File: config.mk
export PLATFORM = sky130hd
export DESIGN_NAME = ctrl_issue_de_flat
export DESIGN_NICKNAME = d
export VERILOG_FILES = /design/src/rtl/ctrl_issue_de_if.sv /design/src/rtl/ctrl_issue_de.sv /design/src/flat_wrapper.sv
export SDC_FILE = /design/constraint.sdc
export NUM_CORES = 1
export LEC_CHECK = 0
export ABC_AREA = 1
export CAP_MARGIN = 20
export CORE_UTILIZATION = 38
export DETAILED_ROUTE_END_ITERATION = 6
export PLACE_DENSITY = 0.89
export SLEW_MARGIN = 10
export SYNTH_ARGS = -nofsm -noshare
export SYNTH_HDL_FRONTEND = slang
export SYNTH_SLANG_ARGS = --single-unit
File: constraint.sdc
create_clock -name CLK -period 1.9 [get_ports CLK]
set_input_delay 0.19 -clock CLK [delete_from_list [all_inputs] [get_ports CLK]]
set_output_delay 0.19 -clock CLK [all_outputs]
set_load 0.01 [all_outputs]
File: src/rtl/ctrl_issue_de_if.sv
// D->E control boundary bundle: decode-side inputs, registered E-stage control outputs, squash status.
// Latency: n/a (wiring only).
// Backpressure: StallE holds the E register; FlushE/BranchTakenE force bubbles.
interface ctrl_issue_de_if #(
    parameter int CNT_W = 16
);
    logic [31:0]      InstrD;
    logic             ValidD;
    logic             StallE;
    logic             FlushE;
    logic             BranchTakenE;
    logic [3:0]       CondE;
    logic [1:0]       FlagWriteE;
    logic             RegWriteE;
    logic             MemWriteE;
    logic             MemtoRegE;
    logic             BranchE;
    logic [1:0]       ALUControlE;
    logic             FlushD;
    logic             Squashing;
    logic [CNT_W-1:0] SquashCount;

    modport master (
        output InstrD, ValidD, StallE, FlushE, BranchTakenE,
        input  CondE, FlagWriteE, RegWriteE, MemWriteE, MemtoRegE, BranchE,
        input  ALUControlE, FlushD, Squashing, SquashCount
    );

    modport slave (
        input  InstrD, ValidD, StallE, FlushE, BranchTakenE,
        output CondE, FlagWriteE, RegWriteE, MemWriteE, MemtoRegE, BranchE,
        output ALUControlE, FlushD, Squashing, SquashCount
    );
endinterface

File: src/rtl/ctrl_issue_de.sv
// Decode-side control cracker feeding E, plus taken-branch squash FSM (optional SQUASH_PERF_EN counter).
// Latency: 1 cycle D->E; FlushD is combinational from BranchTakenE and the squash state.
// Backpressure: StallE holds E bit-exact; any flush/squash bubble overrides the stall.
module ctrl_issue_de #(
    parameter int SQUASH_CYCLES = 2,
    parameter int CNT_W         = 16
) (
    input logic           CLK,
    input logic           Reset,
    ctrl_issue_de_if.slave de
);
    typedef struct packed {
        logic [3:0] cond;
        logic [1:0] flag_write;
        logic       reg_write;
        logic       mem_write;
        logic       mem_to_reg;
        logic       branch;
        logic [1:0] alu_ctrl;
    } e_ctrl_t;

    typedef enum logic {IDLE, SQUASH} state_t;

    localparam e_ctrl_t    BUBBLE   = '{cond: 4'b1110, default: '0};
    localparam logic [2:0] CNT_INIT = 3'(SQUASH_CYCLES - 1);

    localparam logic [3:0] CMD_AND = 4'b0000;
    localparam logic [3:0] CMD_SUB = 4'b0010;
    localparam logic [3:0] CMD_ADD = 4'b0100;
    localparam logic [3:0] CMD_CMP = 4'b1010;
    localparam logic [3:0] CMD_ORR = 4'b1100;

    logic [3:0] cond;
    logic [1:0] op;
    logic [5:0] funct;
    logic [3:0] cmd;
    logic       s_bit;
    logic       is_cmp;
    logic       dp_ok;
    logic [1:0] alu_sel;
    logic       unused_bits;
    e_ctrl_t    dec;
    e_ctrl_t    e_q;
    state_t     state;
    logic [2:0] sq_cnt;
    logic       squashing_q;

    assign cond        = de.InstrD[31:28];
    assign op          = de.InstrD[27:26];
    assign funct       = de.InstrD[25:20];
    assign cmd         = funct[4:1];
    assign s_bit       = funct[0];
    assign is_cmp      = (cmd == CMD_CMP);
    assign unused_bits = ^de.InstrD[19:0];

    always_comb begin
        alu_sel = 2'b00;
        dp_ok   = 1'b0;
        case (cmd)
            CMD_ADD: begin alu_sel = 2'b00; dp_ok = 1'b1; end
            CMD_SUB: begin alu_sel = 2'b01; dp_ok = 1'b1; end
            CMD_AND: begin alu_sel = 2'b10; dp_ok = 1'b1; end
            CMD_ORR: begin alu_sel = 2'b11; dp_ok = 1'b1; end
            CMD_CMP: begin alu_sel = 2'b01; dp_ok = 1'b1; end
            default: ;
        endcase
    end

    // Anything not explicitly decoded (invalid slot, Op=11, unknown cmd) stays a bubble.
    always_comb begin
        dec = BUBBLE;
        if (de.ValidD) begin
            case (op)
                2'b00: if (dp_ok) begin
                    dec.cond       = cond;
                    dec.alu_ctrl   = alu_sel;
                    dec.reg_write  = ~is_cmp;
                    dec.flag_write = {s_bit | is_cmp,
                                      (s_bit & ((cmd == CMD_ADD) | (cmd == CMD_SUB))) | is_cmp};
                end
                2'b01: begin
                    dec.cond       = cond;
                    dec.reg_write  = funct[0];
                    dec.mem_to_reg = funct[0];
                    dec.mem_write  = ~funct[0];
                end
                2'b10: begin
                    dec.cond   = cond;
                    dec.branch = 1'b1;
                end
                default: ;
            endcase
        end
    end

    always_ff @(posedge CLK) begin
        if (Reset) begin
            e_q         <= BUBBLE;
            state       <= IDLE;
            sq_cnt      <= 3'd0;
            squashing_q <= 1'b0;
        end else begin
            if (de.FlushE || (state != IDLE) || de.BranchTakenE) begin
                e_q <= BUBBLE;
            end else if (!de.StallE) begin
                e_q <= dec;
            end

            // The squash window runs on its own clock count; StallE does not extend it.
            case (state)
                IDLE: if (de.BranchTakenE) begin
                    state       <= SQUASH;
                    squashing_q <= 1'b1;
                    sq_cnt      <= CNT_INIT;
                end
                SQUASH: if (sq_cnt == 3'd0) begin
                    state       <= IDLE;
                    squashing_q <= 1'b0;
                end else begin
                    sq_cnt <= sq_cnt - 3'd1;
                end
                default: state <= IDLE;
            endcase
        end
    end

`ifdef SQUASH_PERF_EN
    logic [CNT_W-1:0] perf_cnt;

    // FlushE-only bubbles are hazard-unit traffic, not branch cost, so they are excluded.
    always_ff @(posedge CLK) begin
        if (Reset) begin
            perf_cnt <= '0;
        end else if ((de.BranchTakenE || (state == SQUASH)) && (perf_cnt != {CNT_W{1'b1}})) begin
            perf_cnt <= perf_cnt + 1'b1;
        end
    end

    assign de.SquashCount = perf_cnt;
`else
    assign de.SquashCount = {CNT_W{1'b0}};
`endif

    assign de.CondE       = e_q.cond;
    assign de.FlagWriteE  = e_q.flag_write;
    assign de.RegWriteE   = e_q.reg_write;
    assign de.MemWriteE   = e_q.mem_write;
    assign de.MemtoRegE   = e_q.mem_to_reg;
    assign de.BranchE     = e_q.branch;
    assign de.ALUControlE = e_q.alu_ctrl;
    assign de.FlushD      = de.BranchTakenE | (state == SQUASH);
    assign de.Squashing   = squashing_q;
endmodule

File: src/flat_wrapper.sv
// flat-port wrapper written by rule: the top's interface ports become plain ports
module ctrl_issue_de_flat 
#(
    parameter int SQUASH_CYCLES = 2,
    parameter int CNT_W         = 16
)
  (CLK, Reset, de_InstrD, de_ValidD, de_StallE, de_FlushE, de_BranchTakenE, de_CondE, de_FlagWriteE, de_RegWriteE, de_MemWriteE, de_MemtoRegE, de_BranchE, de_ALUControlE, de_FlushD, de_Squashing, de_SquashCount);
  ctrl_issue_de_if #(.CNT_W(CNT_W)) de_i ();
  input logic CLK;
  input logic Reset;
  input wire logic [$bits(de_i.InstrD)-1:0] de_InstrD;
  input wire logic [$bits(de_i.ValidD)-1:0] de_ValidD;
  input wire logic [$bits(de_i.StallE)-1:0] de_StallE;
  input wire logic [$bits(de_i.FlushE)-1:0] de_FlushE;
  input wire logic [$bits(de_i.BranchTakenE)-1:0] de_BranchTakenE;
  output wire logic [$bits(de_i.CondE)-1:0] de_CondE;
  output wire logic [$bits(de_i.FlagWriteE)-1:0] de_FlagWriteE;
  output wire logic [$bits(de_i.RegWriteE)-1:0] de_RegWriteE;
  output wire logic [$bits(de_i.MemWriteE)-1:0] de_MemWriteE;
  output wire logic [$bits(de_i.MemtoRegE)-1:0] de_MemtoRegE;
  output wire logic [$bits(de_i.BranchE)-1:0] de_BranchE;
  output wire logic [$bits(de_i.ALUControlE)-1:0] de_ALUControlE;
  output wire logic [$bits(de_i.FlushD)-1:0] de_FlushD;
  output wire logic [$bits(de_i.Squashing)-1:0] de_Squashing;
  output wire logic [$bits(de_i.SquashCount)-1:0] de_SquashCount;
  assign de_i.InstrD = de_InstrD;
  assign de_i.ValidD = de_ValidD;
  assign de_i.StallE = de_StallE;
  assign de_i.FlushE = de_FlushE;
  assign de_i.BranchTakenE = de_BranchTakenE;
  assign de_CondE = de_i.CondE;
  assign de_FlagWriteE = de_i.FlagWriteE;
  assign de_RegWriteE = de_i.RegWriteE;
  assign de_MemWriteE = de_i.MemWriteE;
  assign de_MemtoRegE = de_i.MemtoRegE;
  assign de_BranchE = de_i.BranchE;
  assign de_ALUControlE = de_i.ALUControlE;
  assign de_FlushD = de_i.FlushD;
  assign de_Squashing = de_i.Squashing;
  assign de_SquashCount = de_i.SquashCount;
  ctrl_issue_de #(.SQUASH_CYCLES(SQUASH_CYCLES), .CNT_W(CNT_W)) u_core (.CLK(CLK), .Reset(Reset), .de(de_i));
endmodule
==> results.txt <==
* Data arrival time at the worst-slack endpoint: 1.32 ns
- TritonCTS built the clock tree.
- Post-CTS setup-driven buffer insertion count: 0
- Family of cells with the greatest summed delay on the critical path: buffers and inverters
- Among all stages on the critical path, the largest delay is contributed by clkdlybuf4s50_1.
- The min-delay analysis places its worst path in the category flop to flop.
* Max-cap check violation count: 0
- Post-synthesis cell area: slightly above 1000 sq um
- Final Skew: 0.00522 ns
- For this design, the CTS-stage hold fixing added 0 buffers.
* Estimated wirelength of the detail-placed design: 1.54 mm
- In the global route stage, overall resource usage came out at 0.148.
- Summing internal, switching and leakage power gives 0.739 mW.
- The longest clock path from root to sink contains 2 buffers.
- Startpoint-to-endpoint class of the critical path: flop to output pin
- Final number of hold-violating endpoints: 0
- The synthesized design spends more area on one cell type than any other, namely dfxtp_1.
- For this run, design rule violations remaining after detail routing come to 0.
- The number of antenna violations at the first check in global routing came to 0.
- Residual antenna-violating net count after detailed routing: 0
- Dividing the final minimum period by the clock period gives 0.795.
* Top cell type's share of synthesized area: 0.338
- The first global-routing pass estimated between 2 and 3 mm of wire.
- Setup violations remaining at the end of the flow were counted as 0.
- CTS sink cnt: 17
- Dividing total power by cell area gives a power density of around 570 nW/um^2.
- Using the TritonRoute via totals, the vias-per-cell ratio works out to 4.53.
* Leakage Power: 0.577 nW
- Peak ir drop on the vdd network: 0.431 mV
- The flow ran to the end, and the final reports show no timing, DRC or antenna violations.
- Area growth from synthesis to layout: 29.1%
- Based on the critical path, the design can be clocked at up to between 600 and 700 MHz.
* Final net count: roughly 220
- After clock tree synthesis, the clock-pin slew on the worst setup and hold paths is 0.09 ns.
- WP buf/inv: 2
- Number of inserted filler cells in the final layout: 242
- CORE AREA: 2500 sq um
* Gpl congestion: around 0.78
- During I/O placement, the number of pins put on the boundary was 68.
- The floorplan step defined a die boundary enclosing 2860 sq um.
- Startpoint type of the worst setup path: flop
- Largest incremental delay on the critical path: 0.53 ns
* Fin worst setup slack: 0.390 ns
* Commonest cells after routing, fill and taps aside: nand2_1 (34), clkdlybuf4s50_1 (30), inv_1 (19)
* Worst-path cell chain: inv_2 -> nand2_2 -> clkdlybuf4s50_1
- After synthesis, the cell types taking the most area are dfxtp_1 (34%), nand2_1 (13%), buf_4 (12%).
- The final route contains 934 vias.
* Kind of end point of the critical path: output pin
* Count of buffers inserted at the top-level ports: 30
* Worst endpoint required time: 1.71 ns
- After synthesis, the mean cell area works out to 6.99 sq um.
- Setup total negative slack on the finished layout was measured at 0 ns.
* Sequential area share after synthesis: 0.338
* Register bit total from synthesis: 17
* Leftover overflow at the end of global routing: 0
- Final worst path period need: ~1.5 ns
- Clock tree synthesis inserted a total of 3 buffers.
- Maximum fanout encountered on the critical timing path: 4
* CTS H-tree lvls: 1
* Dpl ws: around 0.26 ns
- For this configuration, the core starts out at a cell density of 0.403.
- Final-report max-slew violation count: 0
- Synth warnings: 0
- Horizontal die dimension: about 53 um
- Number of diodes added for antenna fixing: 0
- Fraction of layout cells with a size suffix above 1: 0.0455
* Clock root cell: clkbuf_4
- The first TritonRoute pass finished after 4 iterations.
- Skew-Pair Late Insertion Delay: 0.29 ns
* Row cnt: 18
* Unrepaired setup endpoints after global routing: false
* FF+latch area: 340 sq um
- Vias in the first global route: 750
* Post-DR wirelength/cell: 9.53 um
- Sum of routed wire length over all layers: 1.96 mm
* Chip height: 53.5 um
* Area of combinational cells with multiple inputs: ~510 sq um
- Post-CTS repair changed the size of 0 cells.
- Violation count after the first detailed-routing iteration: 19
- Pin count of the biggest net entering global routing: 14
- Leading cell type in the layout, fill and taps excluded: nand2_1
- Yosys mapped the design onto 22 distinct sky130hd cell types.
- Counting every instance in the synthesized netlist gives about 140.
==> stage by stage <==
stage	cell area (sq um)	hold slack (ns)	std cells	util
final	1300	0.463	206	0.520
after CTS	1300	0.465	206	0.520
after floorplan	1060	0.259	159	-
after global routing	1300	0.478	206	0.520
after detailed placement	1270	0.453	202	0.510
after global placement	1270	0.449	202	0.510
==> kinds of logic after synthesis <==
group / Yosys count / synth area share
and+or+nand+nor: 60 / 0.256
buffers and inverters: 38 / 0.209
AOI/OAI and AO/OA: 22 / 0.119
DFF: 17 / 0.338
adders and majority gates: 6 / 0.0745
other: 1 / 0.00372
==> cell type report <==
type / instances / share of cell area
well taps: 30 / 0.0289
inverters: 20 / 0.0577
multi-input cells: 104 / 0.395
repair buffers: 31 / 0.237
clock buffers: 4 / 0.0202
flip-flops and latches: 17 / 0.262
==> synthesized netlist by cell type <==
| cell type | n |
|---|---|
| nand4_1 | 2 |
| clkbuf_1 | 1 |
| a31oi_1 | 1 |
| dfxtp_1 | 17 |
| nor2_1 | 10 |
| nor3_1 | 2 |
| nand2_1 | 34 |
| o22ai_1 | 1 |
| or3_4 | 1 |
| nand2_2 | 1 |
| buf_4 | 16 |
| o2111ai_1 | 1 |
| conb_1 | 1 |
| a21oi_2 | 1 |
| buf_6 | 1 |
| ha_1 | 6 |
| a21oi_1 | 14 |
| inv_2 | 1 |
| nand3b_1 | 1 |
| nand3_1 | 9 |
| inv_1 | 19 |
| o21ai_0 | 4 |
==> sequential cells by signal (all words and copies together), names as in the netlist, 2 cells and up <==
register               count
u_core.sq_cnt              3
u_core.de.CondE            4
u_core.de.ALUControlE      2
u_core.de.FlagWriteE       2
==> power breakdown <==
| part | leakage (nW) | switching (mW) | internal (mW) | total [mW] |
|---|---|---|---|---|
| combinational | 0.424 | 0.0953 | 0.0755 | 0.171 |
| clock | 0.0150 | 0.110 | 0.0818 | 0.191 |
| sequential | 0.138 | 0.00681 | 0.370 | 0.376 |
| total | 0.577 | 0.212 | 0.527 | 0.739 |
==> metal layers <==
metal,global-route usage,vias up,part of all wire
met5,0,-,0
met4,0.0833,0,0.013
met3,0.0460,5,0.049
met2,0.225,30,0.44
met1,0.182,408,0.50
li1,-,491,-
==> final timing paths <==
path                                                       startpoint                               endpoint  slack [ns]  depth (start not counted)
worst max register to register          u_core.sq_cnt[0]$_SDFFE_PP0P_          u_core.sq_cnt[2]$_SDFFE_PP0P_        0.71                          8
worst max-delay path                          u_core.state$_SDFF_PP0_                              de_FlushD        0.39                          3
worst min register to register  u_core.de.ALUControlE[1]$_SDFFE_PP0N_  u_core.de.ALUControlE[1]$_SDFFE_PP0N_        0.46                          2
worst min-delay path            u_core.de.ALUControlE[1]$_SDFFE_PP0N_  u_core.de.ALUControlE[1]$_SDFFE_PP0N_        0.46                          2
==> tightest hold or removal path, cell delays in order (launching register included) <==
cell	delay, ns
dfxtp_1	0.32
nand2_1	0.05
a21oi_1	0.05
(Power assumes the default switching activity.)
